## config.mk

```make
export PLATFORM = sky130hd
export DESIGN_NAME = simmem_release_scheduler_flat
export DESIGN_NICKNAME = d
export VERILOG_FILES = /design/src/rtl/simmem_release_scheduler_pkg.sv /design/src/rtl/simmem_release_scheduler_if.sv /design/src/rtl/simmem_release_scheduler_slot.sv /design/src/rtl/simmem_release_scheduler.sv /design/src/flat_wrapper.sv
export SDC_FILE = /design/constraint.sdc
export NUM_CORES = 1
export LEC_CHECK = 0
export CAP_MARGIN = 20
export CORE_MARGIN = 5
export CORE_UTILIZATION = 59
export CTS_BUF_LIST = sky130_fd_sc_hd__clkbuf_8 sky130_fd_sc_hd__clkbuf_16
export DETAILED_ROUTE_END_ITERATION = 7
export PLACE_DENSITY = 0.76
export SETUP_SLACK_MARGIN = 0.3
export SLEW_MARGIN = 20
export SYNTH_ARGS = -nofsm -noshare
export SYNTH_HDL_FRONTEND = slang
export SYNTH_SLANG_ARGS = --single-unit
```

## constraint.sdc

```tcl
create_clock -name clk_i -period 6.12 [get_ports clk_i]
set_input_delay 1.224 -clock clk_i [delete_from_list [all_inputs] [get_ports clk_i]]
set_output_delay 1.224 -clock clk_i [all_outputs]
set_load 0.02 [all_outputs]
```

## src/rtl/simmem_release_scheduler_pkg.sv

```systemverilog
// Shared types and derived widths for the simulated-memory release scheduler.
package simmem_pkg;

    localparam int unsigned DefIdWidth        = 4;
    localparam int unsigned DefNumSlots       = 8;
    localparam int unsigned DefDelayWidth     = 6;
    localparam int unsigned DefMaxOutstanding = 128;

    // Ceil-log2 that never yields a zero-width vector.
    function automatic int unsigned clog2_min1(input int unsigned n);
        return (n > 1) ? $clog2(n) : 1;
    endfunction

    localparam int unsigned CreditWidth  = clog2_min1(DefMaxOutstanding + 1);
    localparam int unsigned SlotIdxWidth = clog2_min1(DefNumSlots);

    typedef struct packed {
        logic                     valid;
        logic [DefIdWidth-1:0]    id;
        logic [DefDelayWidth-1:0] cnt;
    } release_slot_t;

endpackage

```

## src/rtl/simmem_release_scheduler_if.sv

```systemverilog
// Request / response-done / release bundle between the scheduler and its environment.
interface simmem_release_scheduler_if
    import simmem_pkg::*;
#(
    parameter int unsigned IDWidth    = DefIdWidth,
    parameter int unsigned DelayWidth = DefDelayWidth
);

    logic                    req_valid_i;
    logic                    req_ready_o;
    logic [IDWidth-1:0]      req_id_i;
    logic [DelayWidth-1:0]   req_delay_i;
    logic                    rsp_done_i;
    logic [IDWidth-1:0]      rsp_id_i;
    logic [2**IDWidth-1:0]   release_en_o;

    modport master (
        output req_valid_i, req_id_i, req_delay_i, rsp_done_i, rsp_id_i,
        input  req_ready_o, release_en_o
    );

    modport slave (
        input  req_valid_i, req_id_i, req_delay_i, rsp_done_i, rsp_id_i,
        output req_ready_o, release_en_o
    );

endinterface

```

## src/rtl/simmem_release_scheduler_slot.sv

```systemverilog
// One countdown delay slot: loads (id, delay), pulses expire_o on its final count.
module simmem_release_slot
    import simmem_pkg::*;
#(
    parameter int unsigned IDWidth    = DefIdWidth,
    parameter int unsigned DelayWidth = DefDelayWidth
) (
    input  logic                  clk_i,
    input  logic                  rst_ni,
    input  logic                  load_i,
    input  logic [IDWidth-1:0]    id_i,
    input  logic [DelayWidth-1:0] delay_i,
    output logic                  valid_o,
    output logic [IDWidth-1:0]    id_o,
    output logic                  expire_o
);

    logic                  valid_q, valid_d;
    logic [IDWidth-1:0]    id_q, id_d;
    logic [DelayWidth-1:0] cnt_q, cnt_d;

    // Load only ever targets a free slot, so it never collides with expiry.
    always_comb begin
        valid_d = valid_q;
        id_d    = id_q;
        cnt_d   = cnt_q;
        if (load_i) begin
            valid_d = 1'b1;
            id_d    = id_i;
            cnt_d   = (delay_i == '0) ? DelayWidth'(1) : delay_i;
        end else if (valid_q) begin
            if (cnt_q == DelayWidth'(1)) begin
                valid_d = 1'b0;
            end else begin
                cnt_d = cnt_q - DelayWidth'(1);
            end
        end
    end

    always_ff @(posedge clk_i or negedge rst_ni) begin
        if (!rst_ni) begin
            valid_q <= 1'b0;
            id_q    <= '0;
            cnt_q   <= '0;
        end else begin
            valid_q <= valid_d;
            id_q    <= id_d;
            cnt_q   <= cnt_d;
        end
    end

    assign valid_o  = valid_q;
    assign id_o     = id_q;
    assign expire_o = valid_q && (cnt_q == DelayWidth'(1));

endmodule

```

## src/rtl/simmem_release_scheduler.sv

```systemverilog
// Per-ID release credit scheduler: delays accepted requests, then grants release
// enables to the response bank until each credit is consumed by a response.
module simmem_release_scheduler
    import simmem_pkg::*;
#(
    parameter int unsigned IDWidth        = DefIdWidth,
    parameter int unsigned NumSlots       = DefNumSlots,
    parameter int unsigned DelayWidth     = DefDelayWidth,
    parameter int unsigned MaxOutstanding = DefMaxOutstanding
) (
    input  logic                       clk_i,
    input  logic                       rst_ni,
    simmem_release_scheduler_if.slave  bus
);

    localparam int unsigned NumIds = 2**IDWidth;
    localparam int unsigned OutW   = clog2_min1(MaxOutstanding + 1);
    localparam int unsigned IdxW   = clog2_min1(NumSlots);

    logic [NumSlots-1:0] slot_valid;
    logic [NumSlots-1:0] slot_expire;
    logic [NumSlots-1:0] slot_load;
    logic [IDWidth-1:0]  slot_id [NumSlots];

    logic            any_free;
    logic [IdxW-1:0] free_idx;
    logic            accept;
    logic            done_ok;

    logic [OutW-1:0] credit_q [NumIds];
    logic [OutW-1:0] credit_d [NumIds];
    logic [OutW-1:0] exp_cnt  [NumIds];
    logic [OutW-1:0] outstanding_q, outstanding_d;

    // Scan high to low so the lowest free index wins.
    always_comb begin
        any_free = 1'b0;
        free_idx = '0;
        for (int unsigned i = NumSlots; i > 0; i--) begin
            if (!slot_valid[i-1]) begin
                any_free = 1'b1;
                free_idx = IdxW'(i - 1);
            end
        end
    end

    assign bus.req_ready_o = any_free && (outstanding_q < OutW'(MaxOutstanding));
    assign accept          = bus.req_valid_i && bus.req_ready_o;

    always_comb begin
        slot_load = '0;
        for (int unsigned i = 0; i < NumSlots; i++) begin
            slot_load[i] = accept && (free_idx == IdxW'(i));
        end
    end

    for (genvar s = 0; s < NumSlots; s++) begin : g_slot
        simmem_release_slot #(
            .IDWidth    (IDWidth),
            .DelayWidth (DelayWidth)
        ) u_slot (
            .clk_i    (clk_i),
            .rst_ni   (rst_ni),
            .load_i   (slot_load[s]),
            .id_i     (bus.req_id_i),
            .delay_i  (bus.req_delay_i),
            .valid_o  (slot_valid[s]),
            .id_o     (slot_id[s]),
            .expire_o (slot_expire[s])
        );
    end

    always_comb begin
        for (int unsigned i = 0; i < NumIds; i++) begin
            exp_cnt[i] = '0;
            for (int unsigned s = 0; s < NumSlots; s++) begin
                if (slot_expire[s] && (slot_id[s] == IDWidth'(i))) begin
                    exp_cnt[i] = exp_cnt[i] + OutW'(1);
                end
            end
        end
    end

    // A done against an ID with no credit is dropped entirely.
    assign done_ok = bus.rsp_done_i && (credit_q[bus.rsp_id_i] != '0);

    always_comb begin
        for (int unsigned i = 0; i < NumIds; i++) begin
            credit_d[i] = credit_q[i] + exp_cnt[i]
                        - OutW'(done_ok && (bus.rsp_id_i == IDWidth'(i)));
        end
        outstanding_d = outstanding_q + OutW'(accept) - OutW'(done_ok);
    end

    always_ff @(posedge clk_i or negedge rst_ni) begin
        if (!rst_ni) begin
            for (int unsigned i = 0; i < NumIds; i++) begin
                credit_q[i] <= '0;
            end
            outstanding_q <= '0;
        end else begin
            for (int unsigned i = 0; i < NumIds; i++) begin
                credit_q[i] <= credit_d[i];
            end
            outstanding_q <= outstanding_d;
        end
    end

    always_comb begin
        bus.release_en_o = '0;
        for (int unsigned i = 0; i < NumIds; i++) begin
            bus.release_en_o[i] = (credit_q[i] != '0);
        end
    end

endmodule

```

## src/flat_wrapper.sv

```systemverilog
// flat-port wrapper written by rule: the top's interface ports become plain ports
module simmem_release_scheduler_flat import simmem_pkg::*;
#(
    parameter int unsigned IDWidth        = DefIdWidth,
    parameter int unsigned NumSlots       = DefNumSlots,
    parameter int unsigned DelayWidth     = DefDelayWidth,
    parameter int unsigned MaxOutstanding = DefMaxOutstanding
)
  (clk_i, rst_ni, bus_req_valid_i, bus_req_id_i, bus_req_delay_i, bus_rsp_done_i, bus_rsp_id_i, bus_req_ready_o, bus_release_en_o);
  simmem_release_scheduler_if #(.IDWidth(IDWidth), .DelayWidth(DelayWidth)) bus_i ();
  input  logic clk_i;
  input  logic rst_ni;
  input wire logic [$bits(bus_i.req_valid_i)-1:0] bus_req_valid_i;
  input wire logic [$bits(bus_i.req_id_i)-1:0] bus_req_id_i;
  input wire logic [$bits(bus_i.req_delay_i)-1:0] bus_req_delay_i;
  input wire logic [$bits(bus_i.rsp_done_i)-1:0] bus_rsp_done_i;
  input wire logic [$bits(bus_i.rsp_id_i)-1:0] bus_rsp_id_i;
  output wire logic [$bits(bus_i.req_ready_o)-1:0] bus_req_ready_o;
  output wire logic [$bits(bus_i.release_en_o)-1:0] bus_release_en_o;
  assign bus_i.req_valid_i = bus_req_valid_i;
  assign bus_i.req_id_i = bus_req_id_i;
  assign bus_i.req_delay_i = bus_req_delay_i;
  assign bus_i.rsp_done_i = bus_rsp_done_i;
  assign bus_i.rsp_id_i = bus_rsp_id_i;
  assign bus_req_ready_o = bus_i.req_ready_o;
  assign bus_release_en_o = bus_i.release_en_o;
  simmem_release_scheduler #(.IDWidth(IDWidth), .NumSlots(NumSlots), .DelayWidth(DelayWidth), .MaxOutstanding(MaxOutstanding)) u_core (.clk_i(clk_i), .rst_ni(rst_ni), .bus(bus_i));
endmodule
```

==> impl_metrics.yaml <==
synth:
  yosys_warnings: 0
  synth_area_um2: 24300
  synth_ff_type: "dfrtp_1"
  yosysSeqAreaShare_pct: 23.0
  avgSynthCellArea_um2: 8.31
  synth_cell_types: 90
  async_flop_share_pct: 100
  postSynthCellCount: 2930
  ys_ff_latch: 224
  synth-edff-count: 0
timing:
  worst_slew_pin_slew_ns: 1.32
  setup_viol: 64
  fin_crit_sh_pct: 108
  fin_crit_ns: 6.63
  max_clock_freq_mhz: 151
  hold_viol: 0
  rsz0062_at_grt: "true"
  clock_skew_ns: 0.0177
  fin_ws_ns: -0.510
  slew_headroom_pct: 11.0
  slew_violations: 0
route:
  totalWireLength_um: 87000
  vias_per_cell: 6.15
  drtAntennaViolNets: 0
  vias: 24666
  drt_iter0_drc: 2391
  drcViolationCount: 0
  first_pass_iters: 7
  wl_per_cell_um: 21.7
clocking:
  clk_latency_ns: 0.59
  cts_buffers: 27
  ctsHoldBuffers: 0
  cts_root_buf: "clkbuf_16"
  cts.sinks: 224
  cts_buffer_depth: 3
  cts_tree: "done"
  clkTransAtPathRegs_ns: 0.06
  htreeDepth: 1
setup_path:
  crit-reg2reg-launch: "u_core.g_slot[0].u_slot.cnt_q[1]"
  rrSetupSlack_ns: -0.51
  cpPeakStageDelay_ns: 0.52
  critPathKind: "flop to flop"
  cp-start-kind: "flop"
  rr_worst_depth: 31
  r2r-end: "u_core.credit_q[127]"
  cp_slowest_cell: "or4_4"
  cp.arrival_ns: 7.13
  required_ns: 6.62
  critPathMostFrequentCell: "ha_4"
  crit_fanout: 4
  crit_path_end_kind: "flop"
place:
  preCtsSetupSlack_ns: -0.423
  portBuffers: 34
  gp_congestion: 1.09
  hpwl_um: 54100
  dp_cells: 3750
die:
  std_cell_rows: 74
  initial_core_util_pct: 59.6
  fp.dieH_um: 213
  die_area_um2: 45400
  die_w_um: 213
  io_pins: 35
  core-area_um2: 40800
min_path:
  worstHoldPathType: "flop to flop"
  hold_depth: 1
  hold-path-endpoint: "u_core.outstanding_q[0]"
  min_from: "u_core.outstanding_q[0]"
finish:
  fill_cells: 2044
  final_cell_mix: "471 x inv_1, 365 x buf_4, 254 x ha_1"
  post-route-util_pct: 83.2
  diodes: 0
  area.growth.synth_to_final_pct: 39.6
  final_cells: 4008
  drive_gt1_share_pct: 32.5
  nNetsFinal: 3855
  final_common_cell: "inv_1"
power:
  seqPwrFrac_pct: 20.5
  power_density_nw_per_um2: 454
  p_leak_nw: 16.3
  clockPowerShare_pct: 10.7
  switching_share_pct: 43.8
  p_sw_mw: 6.77
  power_frac_comb_pct: 68.8
  peakVddDrop_mv: 0.400
  p_int_mw: 8.67
flow_run:
  cap_violations: 0
grt:
  grt_overflow_total: 0
  antenna_found_initial: 2
  grt_pass1_vias: 24374
  grt_start_max_net_pins: 121
  grt_pass1_wl_um: 121000
  track_usage_pct: 32.8
run_status:
  status: "complete, but fails checks"
  violations: "negative setup slack"
==> through the flow <==
| step | TNS, ns | instance area, µm² | hold slack (ns) | total power [mW] |
|---|---|---|---|---|
| final | -13.47 | 34000 | 0.485 | 15.4 |
| after global routing | -29.04 | 34000 | 0.508 | 16.4 |
| after CTS | -3.29 | 31900 | 0.485 | 13.5 |
| after detailed placement | -6.69 | 28100 | 0.472 | 10.5 |
| after global placement | -1.68 | 28100 | 0.466 | 10.1 |
| after floorplan | 0 | 25100 | 0.456 | 8.19 |
==> area by class of cell <==
class                   count  area, µm²  area share (%)
inverters                 539       2040            6.01
repair buffers            533       4640            13.7
clock inverters            14        113           0.332
well taps                 532        666            1.96
flip-flops and latches    224       5610            16.5
clock buffers              35        786            2.31
multi-input cells        2131      20100            59.2
==> sequential cells by signal, indices dropped and copies added, names as in the netlist <==
name and cells:
u_core.g_slot.u_slot.valid_o 8, u_core.outstanding_q 8, u_core.g_slot.u_slot.cnt_q 48, u_core.g_slot.u_slot.id_o 32
u_core.credit_q 128
==> cell usage after synthesis, types with 9 or more instances <==
master | instances | share of area [%]
nand3_1 | 63 | 1.3
nor4_1 | 79 | 2.0
nand2_1 | 277 | 4.3
nor2b_1 | 15 | 0.39
xnor3_1 | 14 | 1.3
or2_2 | 11 | 0.28
nor4bb_1 | 10 | 0.41
nor3_1 | 57 | 1.2
o221ai_1 | 9 | 0.32
nand2b_1 | 24 | 0.62
o31ai_1 | 16 | 0.49
and2_1 | 20 | 0.51
or4_1 | 18 | 0.56
or3_1 | 20 | 0.51
o21bai_1 | 52 | 1.6
and3_1 | 10 | 0.26
nor2_1 | 141 | 2.2
mux2i_1 | 35 | 1.4
xnor2_1 | 220 | 7.9
nand4_1 | 50 | 1.3
a31oi_1 | 18 | 0.46
fa_1 | 17 | 1.4
ha_1 | 364 | 19
dfrtp_1 | 224 | 23
nor3b_1 | 12 | 0.37
o21ai_0 | 56 | 1.2
clkbuf_1 | 57 | 0.88
inv_1 | 539 | 8.3
o211ai_1 | 9 | 0.28
mux2_2 | 42 | 1.9
a21o_1 | 41 | 1.3
nand4b_1 | 10 | 0.36
nor4b_1 | 13 | 0.47
xor2_1 | 115 | 4.1
a21oi_1 | 123 | 2.5
==> logic make-up (layout without fill, tap and decap cells) <==
kind of cell    after synthesis  in the layout  share of synthesized area [%]
compound gates              406            406                           11.1
xor+xnor                    352            352                           13.6
fa+ha+maj                   381            381                           20.1
buf+inv                     606           1121                           9.43
flops                       224            224                           23.0
mux                          82             82                           3.85
other cells                   1             32                         0.0154
simple gates                878            878                           18.8
==> worst max path at each step <==
stage / to / slack, ns / cells past startpoint / startpoint
after floorplan: u_core.credit_q[127] / 0.001 / 31 / u_core.g_slot[0].u_slot.cnt_q[1]
after global placement: u_core.credit_q[63] / -0.24 / 29 / u_core.g_slot[0].u_slot.cnt_q[1]
after detailed placement: u_core.credit_q[39] / -0.42 / 33 / u_core.g_slot[1].u_slot.cnt_q[5]
after CTS: u_core.credit_q[95] / -0.28 / 31 / u_core.g_slot[0].u_slot.cnt_q[1]
after global routing: u_core.credit_q[127] / -0.67 / 30 / u_core.g_slot[1].u_slot.cnt_q[5]
final: u_core.credit_q[127] / -0.51 / 31 / u_core.g_slot[0].u_slot.cnt_q[1]
==> metal layers <==
| metal | vias to the layer above | routed length [µm] | track usage, % |
|---|---|---|---|
| met3 | 509 | 6860 | 4.80 |
| met2 | 1305 | 42200 | 57.3 |
| met5 | - | 48 | 0 |
| met4 | 6 | 6830 | 18.1 |
| met1 | 11897 | 31100 | 38.8 |
| li1 | 10949 | - | - |
==> critical path, delay by kind of cell (launching register included) <==
family / cells / cell delay (ns)
fa+ha+maj: 9 / 2.16
xor+xnor: 1 / 0.15
compound gates: 7 / 1.05
mux: 4 / 0.93
buf+inv: 3 / 0.21
simple gates: 7 / 1.65
flops: 1 / 0.40
==> power by group through the flow <==
| stage | combinational, mW | sequential (mW) | clock (mW) |
|---|---|---|---|
| floorplan | 5.40 | 2.79 | 0 |
| CTS | 8.81 | 3.07 | 1.65 |
| global placement | 7.02 | 3.03 | 0 |
| finish | 10.6 | 3.16 | 1.65 |
| global route | 11.4 | 3.23 | 1.72 |
| detailed placement | 7.47 | 3.08 | 0 |
==> timing repair <==
item / in CTS / in global routing
setup buffers: 151 / 58
gates resized for setup: 330 / 319
endpoints found under the setup margin: 87 / 111
pin swaps: 237 / 237
Note: power is estimated with default switching activity, not from simulation.
